--- src/rtl/updown_mod_counter.sv ---
// Parametrised up/down modulo counter with load, wrap/saturate and terminal-count pulse.
// Define UPDOWN_BCD_EN to build the multi-cycle binary-to-BCD converter (bcd, bcd_valid).
//   state   | meaning
//   S_IDLE  | wait for count to differ from the last converted value
//   S_SHIFT | double-dabble: WIDTH add-3/shift iterations
//   S_DONE  | publish scratch to bcd, pulse bcd_valid
module updown_mod_counter #(
   parameter int WIDTH   = 8,
   parameter int MOD_MAX = 2**WIDTH-1,
   parameter int DIGITS  = 3
) (
   input  logic             slow_clk,
   input  logic             rst,
   input  logic             en,
   input  logic             up,
   input  logic             sat,
   input  logic             load,
   input  logic [WIDTH-1:0] load_val,
   output logic [WIDTH-1:0] count,
   output logic             tc
`ifdef UPDOWN_BCD_EN
   ,
   output logic [4*DIGITS-1:0] bcd,
   output logic                bcd_valid
`endif
);

   localparam logic [WIDTH-1:0] MAX_V = WIDTH'(MOD_MAX);
   localparam logic [WIDTH-1:0] ONE_V = WIDTH'(1);

   logic [WIDTH-1:0] count_q, count_d;
   logic             tc_q, tc_d;

   // Saturate mode flags arriving at (or staying at) the boundary; wrap mode flags the wrap itself.
   always_comb begin
      count_d = count_q;
      tc_d    = 1'b0;
      if (load) begin
         count_d = (load_val > MAX_V) ? MAX_V : load_val;
      end else if (en) begin
         if (up) begin
            if (count_q != MAX_V) count_d = count_q + ONE_V;
            else if (!sat)        count_d = '0;
            tc_d = sat ? (count_d == MAX_V) : (count_q == MAX_V);
         end else begin
            if (count_q != '0) count_d = count_q - ONE_V;
            else if (!sat)     count_d = MAX_V;
            tc_d = sat ? (count_d == '0) : (count_q == '0);
         end
      end
   end

   always_ff @(posedge slow_clk) begin
      if (rst) begin
         count_q <= '0;
         tc_q    <= 1'b0;
      end else begin
         count_q <= count_d;
         tc_q    <= tc_d;
      end
   end

   assign count = count_q;
   assign tc    = tc_q;

`ifdef UPDOWN_BCD_EN
   localparam int IW = $clog2(WIDTH+1);

   if (10**DIGITS <= MOD_MAX) begin : g_bad_digits
      $error("updown_mod_counter: DIGITS too small for MOD_MAX");
   end

   typedef enum logic [1:0] {S_IDLE, S_SHIFT, S_DONE} bcd_state_t;

   bcd_state_t          state_q, state_d;
   logic [WIDTH-1:0]    shift_q, shift_d;
   logic [WIDTH-1:0]    cap_q, cap_d;
   logic [WIDTH-1:0]    last_q, last_d;
   logic [IW-1:0]       iter_q, iter_d;
   logic [4*DIGITS-1:0] scratch_q, scratch_d;
   logic [4*DIGITS-1:0] bcd_q, bcd_d;
   logic                valid_q, valid_d;
   logic [4*DIGITS-1:0] adj;

   always_comb begin
      adj = scratch_q;
      for (int i = 0; i < DIGITS; i++) begin
         if (scratch_q[4*i +: 4] >= 4'd5) adj[4*i +: 4] = scratch_q[4*i +: 4] + 4'd3;
      end
   end

   always_comb begin
      state_d   = state_q;
      shift_d   = shift_q;
      cap_d     = cap_q;
      last_d    = last_q;
      iter_d    = iter_q;
      scratch_d = scratch_q;
      bcd_d     = bcd_q;
      valid_d   = 1'b0;
      case (state_q)
         S_IDLE: begin
            if (count_q != last_q) begin
               cap_d     = count_q;
               shift_d   = count_q;
               scratch_d = '0;
               iter_d    = IW'(WIDTH);
               state_d   = S_SHIFT;
            end
         end
         S_SHIFT: begin
            scratch_d = {adj[4*DIGITS-2:0], shift_q[WIDTH-1]};
            shift_d   = shift_q << 1;
            iter_d    = iter_q - IW'(1);
            if (iter_q == IW'(1)) state_d = S_DONE;
         end
         S_DONE: begin
            bcd_d   = scratch_q;
            last_d  = cap_q;
            valid_d = 1'b1;
            state_d = S_IDLE;
         end
         default: state_d = S_IDLE;
      endcase
   end

   always_ff @(posedge slow_clk) begin
      if (rst) begin
         state_q   <= S_IDLE;
         shift_q   <= '0;
         cap_q     <= '0;
         last_q    <= '0;
         iter_q    <= '0;
         scratch_q <= '0;
         bcd_q     <= '0;
         valid_q   <= 1'b0;
      end else begin
         state_q   <= state_d;
         shift_q   <= shift_d;
         cap_q     <= cap_d;
         last_q    <= last_d;
         iter_q    <= iter_d;
         scratch_q <= scratch_d;
         bcd_q     <= bcd_d;
         valid_q   <= valid_d;
      end
   end

   assign bcd       = bcd_q;
   assign bcd_valid = valid_q;
`else
   // DIGITS only matters when the converter is built.
   if (DIGITS < 0) begin : g_unused_digits
   end
`endif

endmodule

--- config.mk ---
export PLATFORM = sky130hd
export DESIGN_NAME = updown_mod_counter
export DESIGN_NICKNAME = d
export VERILOG_FILES = /design/src/rtl/updown_mod_counter.sv
export SDC_FILE = /design/constraint.sdc
export NUM_CORES = 1
export LEC_CHECK = 0
export ABC_AREA = 1
export BUFFER_PORTS_ARGS = -buffer_cell sky130_fd_sc_hd__buf_4
export CAP_MARGIN = 20
export CORE_ASPECT_RATIO = 0.75
export CORE_MARGIN = 2
export CORE_UTILIZATION = 42
export DETAILED_ROUTE_END_ITERATION = 10
export SYNTH_ARGS = -nofsm -noshare
export SYNTH_HDL_FRONTEND = slang
export SYNTH_SLANG_ARGS = --single-unit
export TNS_END_PERCENT = 5
--- constraint.sdc ---
create_clock -name slow_clk -period 3.47 [get_ports slow_clk]
set_clock_uncertainty 0.2 [all_clocks]
set_input_delay 0.8675 -clock slow_clk [delete_from_list [all_inputs] [get_ports slow_clk]]
set_output_delay 0.8675 -clock slow_clk [all_outputs]
set_load 0.1 [all_outputs]
==> qor.txt <==
================================================================================
CP startpoint                                                           count[2]
Number of top-level design ports                                              23
Final max-slew violation count                                                 0
Post-CTS Setup Repair Bufs                                                     0
Share of the synthesized area in the top cell type                         19.1%
Fraction of final layout cells with drive strength greater than 1          18.5%
Wire length per cell                                                     12.9 µm
CTS Root Cell                                                           clkbuf_4
Setup crit end                                                          count[2]
Crit path depth                                                                1
Maximum capacitance violations                                                 0
Worst-skew pair later-pin latency                                        0.26 ns
Total setup violations reported at the end of the flow                         0
Vias per cell                                                               5.30
Slowest-stage cell, CP                                                   dfxtp_1
Distinct cells, synth                                                         27
Most used cells in the layout excluding fill and tap cells          nand2_1, nor2_1, buf_4, inv_1, nand3_1
Min-delay worst type                                                  reg -> reg
Final hold violation count                                                     0
Data arrival time at the worst-slack endpoint                            1.17 ns
Startpoint-to-endpoint class of the critical path                     reg -> out
Number of cell rows                                                           15
Worst-path clk slew                                                      0.05 ns
Clock net sink count                                                           9
Total leakage power                                                     0.610 nW
Routability Congestion                                                     0.992
H-Tree Depth                                                                   1
Post-synth top area cell                                                 nand2_1
Total number of yosys warnings                                                 0
Crit path largest cell delay                                             0.55 ns
Register area share after synthesis                                        17.0%
CP top delay family                                                   flip-flops
Via count                                                                   1266
Core box area                                                           2350 µm²
Gate count after technology mapping                                          186
CTS buffer count                                                               3
Detailed-route wire length                                               3.09 mm
Y dimension of the die                                                   47.6 µm
Number of buffers inserted by port buffering                                  22
Antenna Nets Post-Route                                                        0
Worst Slack Setup Final                                                  1.23 ns
Fill cells                                                                   248
Most common library cell in the layout ignoring fill and taps            nand2_1
FF-to-FF Start                                                          count[1]
Cell Chain, Critical Path                                                  buf_4
Maximum number of pins on one net before global-route repair                  15
Period minus WS final                                                    2.24 ns
Buffer levels on the longest clock path                                        2
Required time of the critical path                                       2.40 ns
Overall overflow remaining after global route                                  0
Sum of buffers and inverters on the critical path                              1
Setup TNS after final layout                                                0 ns
Worst hold-check slack                                                  0.393 ns
Post-cts sizing count                                                          0
Iter 0 DRT Violations                                                        103
Netlist area before placement                                           1060 µm²
Die outline width                                                        62.1 µm
Post-synthesis sequential element count                                        9
Post-CTS Hold Fix Bufs                                                         0
Average cell area after synthesis                                       5.71 µm²
Count of TritonRoute iterations in the first routing pass                      5
Synthesis-to-layout area growth                                            18.4%
Initial antenna violation count                                                0
Remaining routing DRC violations                                               0
Synthesized netlist net count                                                203
IR Drop Worst-Case VDD                                                  0.239 mV
Largest fanout of any net on the critical path                                 9
Kind of capture point of the worst setup path                       primary output
Worst slew margin relative to its limit                                    62.6%
Least-Margin Pin Slew                                                   0.559 ns
CTS tree                                                                   built
Power per cell area                                                   338 nW/µm²
Gr usage total                                                             22.7%
End of the worst register-to-register path                                    tc
First-pass GRT wire length                                               4.86 mm
Via count of the first global-routing pass                                  1058
Startpoint type of the worst setup path                                flip-flop
Status                                                              finished, final reports clean
R2R setup slack                                                          1.35 ns
Final layout net count                                                       223
Depth of the worst register-to-register path                                  11
Number of antenna diodes                                                       0
Die Footprint                                                           2950 µm²
Placed wire-length estimate                                              2.57 mm
Top cells by area in the synthesized netlist                        nand2_1, dfxtp_1, nor2_1, nand3_1, inv_1
Worst setup slack after placement                                        1.38 ns
Upper clock frequency limit                                            0.447 GHz
RSZ-0062 raised after global routing                                       false
Starting Density                                                           45.3%
Fin crit share                                                             64.5%
================================================================================
## where the power goes
| part | switching [mW] | internal [mW] |
|---|---|---|
| Combinational | 0.151 | 0.0649 |
| Sequential | 0.0186 | 0.111 |
| Clock | 0.0352 | 0.0442 |
## routing by layer
layer | vias to the layer above | share of wire [%] | GRT usage (%)
met4 | 0 | 0 | 0
met3 | 0 | 10 | 4.86
met5 | - | 0 | 0
li1 | 638 | - | -
met1 | 561 | 49 | 35.2
met2 | 67 | 41 | 34.0
## per-stage QoR
| stage | instance area (µm²) | power, mW | util, % | instances |
|---|---|---|---|---|
| finish | 1260 | 0.425 | 53.6 | 239 |
| global route | 1260 | 0.458 | 53.6 | 239 |
| CTS | 1260 | 0.427 | 53.6 | 239 |
| detailed placement | 1230 | 0.346 | 52.5 | 235 |
| global placement | 1230 | 0.346 | 52.5 | 235 |
| floorplan | 1060 | 0.296 | - | 186 |
## worst min-delay path, stage by stage, from the launching register on
cell and delay, ns:
dfxtp_1 0.38, nand2_1 0.10, a31oi_1 0.07
## flip-flops by register name, indices dropped and copies added, names as in the netlist
register  cells
count         8
tc            1
## cell usage after synthesis, drive strengths merged
cell type and n:
a31oi 4, and2 1, nand4 4, buf 4, o21ai 10, clkbuf 3, xor2 6, nor2 29
nand3 17, a22oi 3, nand2 57, dfxtp 9, nor3 4, a21oi 7, o211ai 3, ha 3
xnor2 1, inv 21
## logic make-up after synthesis
family                     Yosys count  share of synthesized area (%)
buffers and inverters               28                           11.1
DFF                                  9                           17.0
and+or+nand+nor                    112                           48.1
xor gates and xnor gates             7                           5.77
AOI/OAI and AO/OA                   27                           14.6
adders and majority gates            3                           3.53
## cell type report
type	count	area, µm²	share of cell area [%]
multi-input combinational	149	764	60.8
inverter	21	78.8	6.27
timing repair buffer	22	165	13.1
tap	34	42.5	3.38
sequential	9	180	14.3
clock buffer	4	26.3	2.09
## worst min-delay path by stage
stage	startpoint	to	slack, ns	depth (start not counted)
after CTS	count[0]	count[0]	0.40	2
after floorplan	count[0]	count[0]	0.78	2
after global placement	count[0]	count[0]	0.37	2
after detailed placement	count[0]	count[0]	0.39	2
final	count[0]	count[0]	0.39	2
after global routing	count[3]	count[3]	0.44	2
Note: power is estimated with default switching activity, not from simulation.
